**src/rtl/dmem_req_pkg.sv**
```systemverilog
// Shared types and helpers for the data-memory request controller.
// DMEM_REQ_MISALIGN_EN widens the byte enables and adds the split-access states.
package dmem_req_pkg;

    localparam int WORD_BYTES = 4;

`ifdef DMEM_REQ_MISALIGN_EN
    localparam int BE_W = 2 * WORD_BYTES;

    typedef enum logic [2:0] {
        S_IDLE,
        S_ST_ISSUE,
        S_LD_ISSUE,
        S_LD_CAPT,
        S_RSP,
        S_ST_ISSUE2,
        S_LD_ISSUE2,
        S_LD_CAPT2
    } state_e;
`else
    localparam int BE_W = WORD_BYTES;

    typedef enum logic [2:0] {
        S_IDLE,
        S_ST_ISSUE,
        S_LD_ISSUE,
        S_LD_CAPT,
        S_RSP
    } state_e;
`endif

    typedef enum logic [1:0] {
        SZ_B = 2'd0,
        SZ_H = 2'd1,
        SZ_W = 2'd2
    } size_e;

    // Byte enables for an access; upper half is the spill into the next word.
    function automatic logic [BE_W-1:0] be_gen(size_e size, logic [1:0] offset);
        logic [BE_W-1:0] base;
        case (size)
            SZ_B:    base = BE_W'(4'h1);
            SZ_H:    base = BE_W'(4'h3);
            default: base = BE_W'(4'hF);
        endcase
        return base << offset;
    endfunction

endpackage

```
**src/rtl/dmem_ld_align.sv**
```systemverilog
// Load-data alignment: picks the addressed byte/half from one or two words
// (low word first) and sign- or zero-extends it to 32 bits.
module dmem_ld_align
    import dmem_req_pkg::*;
(
    input  logic [31:0] word_lo_i,
    input  logic [31:0] word_hi_i,
    input  logic [1:0]  offset_i,
    input  size_e       size_i,
    input  logic        uns_i,
    output logic [31:0] data_o
);

    logic [31:0] aligned;

    assign aligned = 32'({word_hi_i, word_lo_i} >> {offset_i, 3'b000});

    always_comb begin
        data_o = aligned;
        case (size_i)
            SZ_B:    data_o = uns_i ? {24'b0, aligned[7:0]}
                                    : {{24{aligned[7]}}, aligned[7:0]};
            SZ_H:    data_o = uns_i ? {16'b0, aligned[15:0]}
                                    : {{16{aligned[15]}}, aligned[15:0]};
            default: data_o = aligned;
        endcase
    end

endmodule

```
**src/rtl/dmem_req_ctrl.sv**
```systemverilog
// Single-outstanding load/store controller for a byte-column data memory.
// DMEM_REQ_MISALIGN_EN splits misaligned accesses into two word accesses.
module dmem_req_ctrl
    import dmem_req_pkg::*;
#(
    parameter int ADDR_WIDTH = 10,
    parameter int COL_WIDTH  = 8,
    parameter int NB_COL     = 4
) (
    input  logic                  clk,
    input  logic                  rst_n,
    input  logic                  req_valid,
    output logic                  req_ready,
    input  logic                  req_is_st,
    input  logic [1:0]            req_size,
    input  logic                  req_unsigned,
    input  logic [ADDR_WIDTH+1:0] req_addr,
    input  logic [31:0]           req_wdata,
    output logic                  rsp_valid,
    output logic                  rsp_is_st,
    output logic [31:0]           rsp_data,
    output logic                  rsp_err,
    output logic                  mem_valid_st,
    output logic                  mem_spec_ld,
    output logic [NB_COL-1:0]     mem_we,
    output logic [ADDR_WIDTH-1:0] mem_addr,
    output logic [31:0]           mem_din,
    input  logic [31:0]           mem_dout
);

    state_e                state_q;
    size_e                 size_q;
    logic                  uns_q;
    logic [ADDR_WIDTH+1:0] addr_q;
    logic [31:0]           wdata_q;
    logic                  rsp_valid_q, rsp_is_st_q, rsp_err_q;
    logic [31:0]           rsp_data_q;

    size_e                 req_sz;
    logic [BE_W-1:0]       be;
    logic [ADDR_WIDTH-1:0] word_a;
    logic                  st_iss, ld_iss;
    logic [31:0]           ld_word_lo, ld_word_hi, ld_data;

    assign req_sz = (req_size == 2'd3) ? SZ_W : size_e'(req_size);
    assign be     = be_gen(size_q, addr_q[1:0]);
    assign word_a = addr_q[ADDR_WIDTH+1:2];

    dmem_ld_align u_align (
        .word_lo_i (ld_word_lo),
        .word_hi_i (ld_word_hi),
        .offset_i  (addr_q[1:0]),
        .size_i    (size_q),
        .uns_i     (uns_q),
        .data_o    (ld_data)
    );

`ifdef DMEM_REQ_MISALIGN_EN
    logic        split, second;
    logic [31:0] lo_q, wdata_sz;
    logic [63:0] st_lanes;

    assign split  = |be[BE_W-1:WORD_BYTES];
    assign second = (state_q == S_ST_ISSUE2) || (state_q == S_LD_ISSUE2);
    assign st_iss = (state_q == S_ST_ISSUE) || (state_q == S_ST_ISSUE2);
    assign ld_iss = (state_q == S_LD_ISSUE) || (state_q == S_LD_ISSUE2);

    always_comb begin
        wdata_sz = wdata_q;
        case (size_q)
            SZ_B:    wdata_sz = {24'b0, wdata_q[7:0]};
            SZ_H:    wdata_sz = {16'b0, wdata_q[15:0]};
            default: wdata_sz = wdata_q;
        endcase
    end

    // Store data shifted across a two-word window; the high word feeds the spill access.
    assign st_lanes   = {32'b0, wdata_sz} << {addr_q[1:0], 3'b000};
    assign mem_we     = st_iss ? (second ? be[BE_W-1:WORD_BYTES] : be[WORD_BYTES-1:0]) : '0;
    assign mem_din    = st_iss ? (second ? st_lanes[63:32] : st_lanes[31:0]) : '0;
    assign mem_addr   = (st_iss || ld_iss) ? (second ? word_a + ADDR_WIDTH'(1) : word_a) : '0;
    assign ld_word_lo = (state_q == S_LD_CAPT2) ? lo_q : mem_dout;
    assign ld_word_hi = (state_q == S_LD_CAPT2) ? mem_dout : '0;
`else
    logic        req_misal;
    logic [31:0] din_rep;

    assign req_misal = ((req_sz == SZ_H) && req_addr[0]) ||
                       ((req_sz == SZ_W) && (req_addr[1:0] != 2'b00));
    assign st_iss    = (state_q == S_ST_ISSUE);
    assign ld_iss    = (state_q == S_LD_ISSUE);

    always_comb begin
        din_rep = wdata_q;
        case (size_q)
            SZ_B:    din_rep = {NB_COL{wdata_q[COL_WIDTH-1:0]}};
            SZ_H:    din_rep = {(NB_COL/2){wdata_q[2*COL_WIDTH-1:0]}};
            default: din_rep = wdata_q;
        endcase
    end

    assign mem_we     = st_iss ? be[NB_COL-1:0] : '0;
    assign mem_din    = st_iss ? din_rep : '0;
    assign mem_addr   = (st_iss || ld_iss) ? word_a : '0;
    assign ld_word_lo = mem_dout;
    assign ld_word_hi = '0;
`endif

    assign mem_valid_st = st_iss;
    assign mem_spec_ld  = ld_iss;
    assign req_ready    = (state_q == S_IDLE);
    assign rsp_valid    = rsp_valid_q;
    assign rsp_is_st    = rsp_is_st_q;
    assign rsp_data     = rsp_data_q;
    assign rsp_err      = rsp_err_q;

    always_ff @(posedge clk or negedge rst_n) begin
        if (!rst_n) begin
            state_q     <= S_IDLE;
            size_q      <= SZ_B;
            uns_q       <= 1'b0;
            addr_q      <= '0;
            wdata_q     <= '0;
            rsp_valid_q <= 1'b0;
            rsp_is_st_q <= 1'b0;
            rsp_err_q   <= 1'b0;
            rsp_data_q  <= '0;
`ifdef DMEM_REQ_MISALIGN_EN
            lo_q        <= '0;
`endif
        end else begin
            case (state_q)
                S_IDLE: begin
                    if (req_valid) begin
                        size_q  <= req_sz;
                        uns_q   <= req_unsigned;
                        addr_q  <= req_addr;
                        wdata_q <= req_wdata;
                        state_q <= req_is_st ? S_ST_ISSUE : S_LD_ISSUE;
`ifndef DMEM_REQ_MISALIGN_EN
                        if (req_misal) begin
                            state_q     <= S_RSP;
                            rsp_valid_q <= 1'b1;
                            rsp_err_q   <= 1'b1;
                            rsp_is_st_q <= req_is_st;
                        end
`endif
                    end
                end
                S_ST_ISSUE: begin
                    state_q     <= S_RSP;
                    rsp_valid_q <= 1'b1;
                    rsp_is_st_q <= 1'b1;
`ifdef DMEM_REQ_MISALIGN_EN
                    if (split) begin
                        state_q     <= S_ST_ISSUE2;
                        rsp_valid_q <= 1'b0;
                        rsp_is_st_q <= 1'b0;
                    end
`endif
                end
                S_LD_ISSUE: state_q <= S_LD_CAPT;
                S_LD_CAPT: begin
                    state_q     <= S_RSP;
                    rsp_valid_q <= 1'b1;
                    rsp_data_q  <= ld_data;
`ifdef DMEM_REQ_MISALIGN_EN
                    if (split) begin
                        lo_q        <= mem_dout;
                        state_q     <= S_LD_ISSUE2;
                        rsp_valid_q <= 1'b0;
                        rsp_data_q  <= '0;
                    end
`endif
                end
`ifdef DMEM_REQ_MISALIGN_EN
                S_ST_ISSUE2: begin
                    state_q     <= S_RSP;
                    rsp_valid_q <= 1'b1;
                    rsp_is_st_q <= 1'b1;
                end
                S_LD_ISSUE2: state_q <= S_LD_CAPT2;
                S_LD_CAPT2: begin
                    state_q     <= S_RSP;
                    rsp_valid_q <= 1'b1;
                    rsp_data_q  <= ld_data;
                end
`endif
                S_RSP: begin
                    state_q     <= S_IDLE;
                    rsp_valid_q <= 1'b0;
                    rsp_is_st_q <= 1'b0;
                    rsp_err_q   <= 1'b0;
                    rsp_data_q  <= '0;
                end
                default: state_q <= S_IDLE;
            endcase
        end
    end

endmodule

```
**config.mk**
```make
export PLATFORM = sky130hd
export DESIGN_NAME = dmem_req_ctrl
export DESIGN_NICKNAME = d
export VERILOG_FILES = /design/src/rtl/dmem_req_pkg.sv /design/src/rtl/dmem_ld_align.sv /design/src/rtl/dmem_req_ctrl.sv
export SDC_FILE = /design/constraint.sdc
export NUM_CORES = 1
export LEC_CHECK = 0
export CELL_PAD_IN_SITES_DETAIL_PLACEMENT = 1
export CELL_PAD_IN_SITES_GLOBAL_PLACEMENT = 1
export CORE_UTILIZATION = 35
export CTS_CLUSTER_SIZE = 40
export DETAILED_ROUTE_END_ITERATION = 6
export HOLD_SLACK_MARGIN = 0.02
export PLACE_DENSITY_LB_ADDON = 0.1
export SYNTH_ARGS = -nofsm -noshare
export SYNTH_HDL_FRONTEND = slang
export SYNTH_SLANG_ARGS = --single-unit
```
**constraint.sdc**
```tcl
create_clock -name clk -period 4.2 [get_ports clk]
set_input_delay 0.84 -clock clk [delete_from_list [all_inputs] [get_ports clk]]
set_output_delay 0.84 -clock clk [all_outputs]
set_load 0.01 [all_outputs]
```
==> results of run 1 <==
per-stage QoR:
step	instances	power (mW)	area (um^2)	hold WS (ns)
finish	830	4.706	6465	0.4633
global route	830	5.049	6465	0.5033
CTS	830	4.752	6462	0.4692
detailed placement	814	3.985	6185	0.4547
global placement	814	3.914	6185	0.4488
floorplan	512	2.861	4424	0.4374
routing by layer:
layer | part of all wire (%) | routed length (um) | track usage [%] | vias up
met5 | 0 | 0 | 0 | -
met3 | 6.0 | 893 | 4.553 | 24
met2 | 49 | 7261 | 39.64 | 137
li1 | - | - | - | 2007
met1 | 43 | 6385 | 29.73 | 2076
met4 | 2.6 | 393 | 9.697 | 0
cell usage in the layout, fill, tap and decap left out, types with 3 or more instances in the layout:
| master | Yosys | final |
|---|---|---|
| nand2_1 | 172 | 170 |
| clkdlybuf4s50_1 | 0 | 165 |
| dfrtp_1 | 85 | 85 |
| nor2_1 | 37 | 37 |
| mux2i_1 | 34 | 34 |
| a21oi_1 | 34 | 34 |
| o21ai_0 | 27 | 27 |
| and2_1 | 11 | 10 |
| nand3b_1 | 9 | 9 |
| clkbuf_16 | 0 | 9 |
| and3_1 | 8 | 8 |
| a221o_2 | 8 | 8 |
| nor3_1 | 7 | 7 |
| a221o_1 | 7 | 7 |
| mux2_2 | 7 | 7 |
| buf_4 | 0 | 7 |
| inv_1 | 4 | 4 |
| nor2b_1 | 3 | 3 |
| clkinv_2 | 0 | 3 |
state kept, by name, summed over array words and instances (netlist names):
register,cells
wdata_q,32
rsp_is_st,1
rsp_data,32
rsp_err,1
size_q,2
rsp_valid,1
uns_q,1
addr_q,12
state_q,3
cell type report:
class                      instances  area [um^2]  area share (%)
clock buffer                      10        239.0           3.697
tap                              168        210.2           3.251
sequential                        85         2127           32.90
inverter                           4        15.01          0.2322
multi-input combinational        385         2131           32.96
clock inverter                     6        38.79          0.6000
timing repair buffer             172         1704           26.36
final timing paths:
kind                                         from                       end  slack (ns)  cells past startpoint
setup / recovery           state_q[0]$_DFFE_PN0P_               mem_din[16]        0.49                      5
hold / removal             addr_q[10]$_DFFE_PN0P_    addr_q[10]$_DFFE_PN0P_        0.46                      2
setup reg to reg           state_q[2]$_DFFE_PN0P_  rsp_data[29]$_DFFE_PN0P_        1.30                      4
hold reg to reg            addr_q[10]$_DFFE_PN0P_    addr_q[10]$_DFFE_PN0P_        0.46                      2
max in group asynchronous                   rst_n   wdata_q[22]$_DFFE_PN0P_        2.75                      2
min in group asynchronous                   rst_n   rsp_data[4]$_DFFE_PN0P_        0.58                      1
critical path, cell delays in order, from the launching register on:
cell,delay [ns]
dfrtp_1,0.54
nor2b_1,0.54
nand2_2,0.49
buf_4,0.29
nor2_1,0.11
clkdlybuf4s50_1,0.55
power by group:
| group | switching (mW) | internal [mW] | leakage (nW) |
|---|---|---|---|
| Combinational | 1.26 | 1.12 | 1.66 |
| Clock | 0.332 | 0.415 | 0.134 |
| Sequential | 0.380 | 1.20 | 1.10 |
logic make-up after synthesis:
| logic type | share of synthesized area (%) |
|---|---|
| flops | 48.08 |
| xor+xnor | 0.1980 |
| mux | 10.49 |
| buf+inv | 3.987 |
| simple gates | 25.08 |
| compound gates | 12.16 |
==> results by group, run 1 <==
Pwr
  • Leak: 2.889 nW
  • PD cells: 727.9 nW/um^2
  • VDD IR max: 0.0002782 V

Worst setup path
  • Critical Path Sink Type: output port
  • Worst Path Required: 3.36 ns
  • Crit path DAT: 2.87 ns
  • CP Launch Type: flip-flop
  • Critical path class: flip-flop to output port
  • Critical Path Fanout Max: 29

Place
  • PortBufs: 166
  • Placer congestion estimate: 0.8180
  • Dpl hpwl: 10740 um
  • Pre-CTS setup slack: 0.4909 ns

Timing
  • Setup_tns: 0 ns
  • Final Critical Period: 3.714 ns
  • RSZ-0062 raised after global routing: false
  • Fin worst setup slack: 0.4860 ns
  • FMAX: 0.2693 GHz
  • Slew Limit Fails: 0
  • Setup violators final: 0
  • Final Skew: 0.008798 ns
  • Final Hold Vio Count: 0
  • Tightest Pin Transition: 0.9605 ns
  • Final period util: 88.43%
  • Relative slew slack: 35.74%

Clock network
  • CTS tree: done
  • CTS H-tree depth: 3
  • Clock sinks: 85
  • Post_cts resized: 0
  • CTS clk-pin slew, worst paths: 0.06 ns
  • Cts hold-fix bufs: 0
  • CTS Root Cell: clkbuf_16
  • # Post-CTS Setup Buffers: 0
  • Worst-skew pair later-pin latency: 0.34 ns
  • CTS Buf Count: 9
  • Clock Path Buffers: 2

Detailed routing
  • Post-Route WL: 14930 um
  • Initial DRC Count: 304
  • Routed vias: 4244
  • Drt first pass iters: 4
  • Wire per inst: 17.99 um
  • Antenna Nets Post-Route: 0
  • Via density: 5.113
  • DRC viols: 0

Global routing
  • Largest net degree at the start of global routing: 61
  • Vias in the first global route: 4434
  • First-pass GRT wire length: 23590 um
  • GRT Total Usage: 23.56%
  • Grt ovf: 0
  • Initial antenna violation count: 0

Cells and area
  • ANT cells: 0
  • Area growth syn-to-layout: 46.13%
  • Final nets: 740
  • Fillers: 1413
  • Share of cells above drive strength 1: 7.402%
  • Post-layout util: 53.16%

Worst hold path
  • Hold crit path type: flip-flop to flip-flop

Synthesis
  • Cells after synthesis: 512
  • Seq/Total Area, Yosys: 48.08%
  • Synth async-reset ratio: 100.0%
  • Ys Warns: 0
  • Syn Area/Cell: 8.641 um^2
  • Most common cell in the netlist: nand2_1
  • Post-synth EDFFs: 0
  • Synth top area share: 48.08%
  • Synth Flop Type: dfrtp_1
  • Post-synth top area cell: dfrtp_1
  • Synth top area cells: dfrtp_1, nand2_1, mux2i_1, a21oi_1, nor2_1
  • Top post-synthesis cells by count: nand2_1, dfrtp_1, nor2_1
  • Cell Area, Synth: 4424 um^2
  • Syn_nets: 595
  • FF+latch count, synth: 85
  • Library cells used by synthesis: 36

Floorplanning
  • Die Y: 114.4 um
  • Die area: 13090 um^2
  • Row count: 40
  • Top-Level Pins: 167
  • Initial core utilization: 36.38%
  • Width of the die: 114.4 um
  • Core area: 12160 um^2

Flow run
  • Max-cap viol count: 0

Outcome
  • Outcome: finished clean
Power figures use the tool's default switching activity.
==> run 2, diff against run 1 <==
- CAP_MARGIN: not set -> 20
==> results of run 2 <==
Final layout, timing and power as in run 1 (identical DEF).
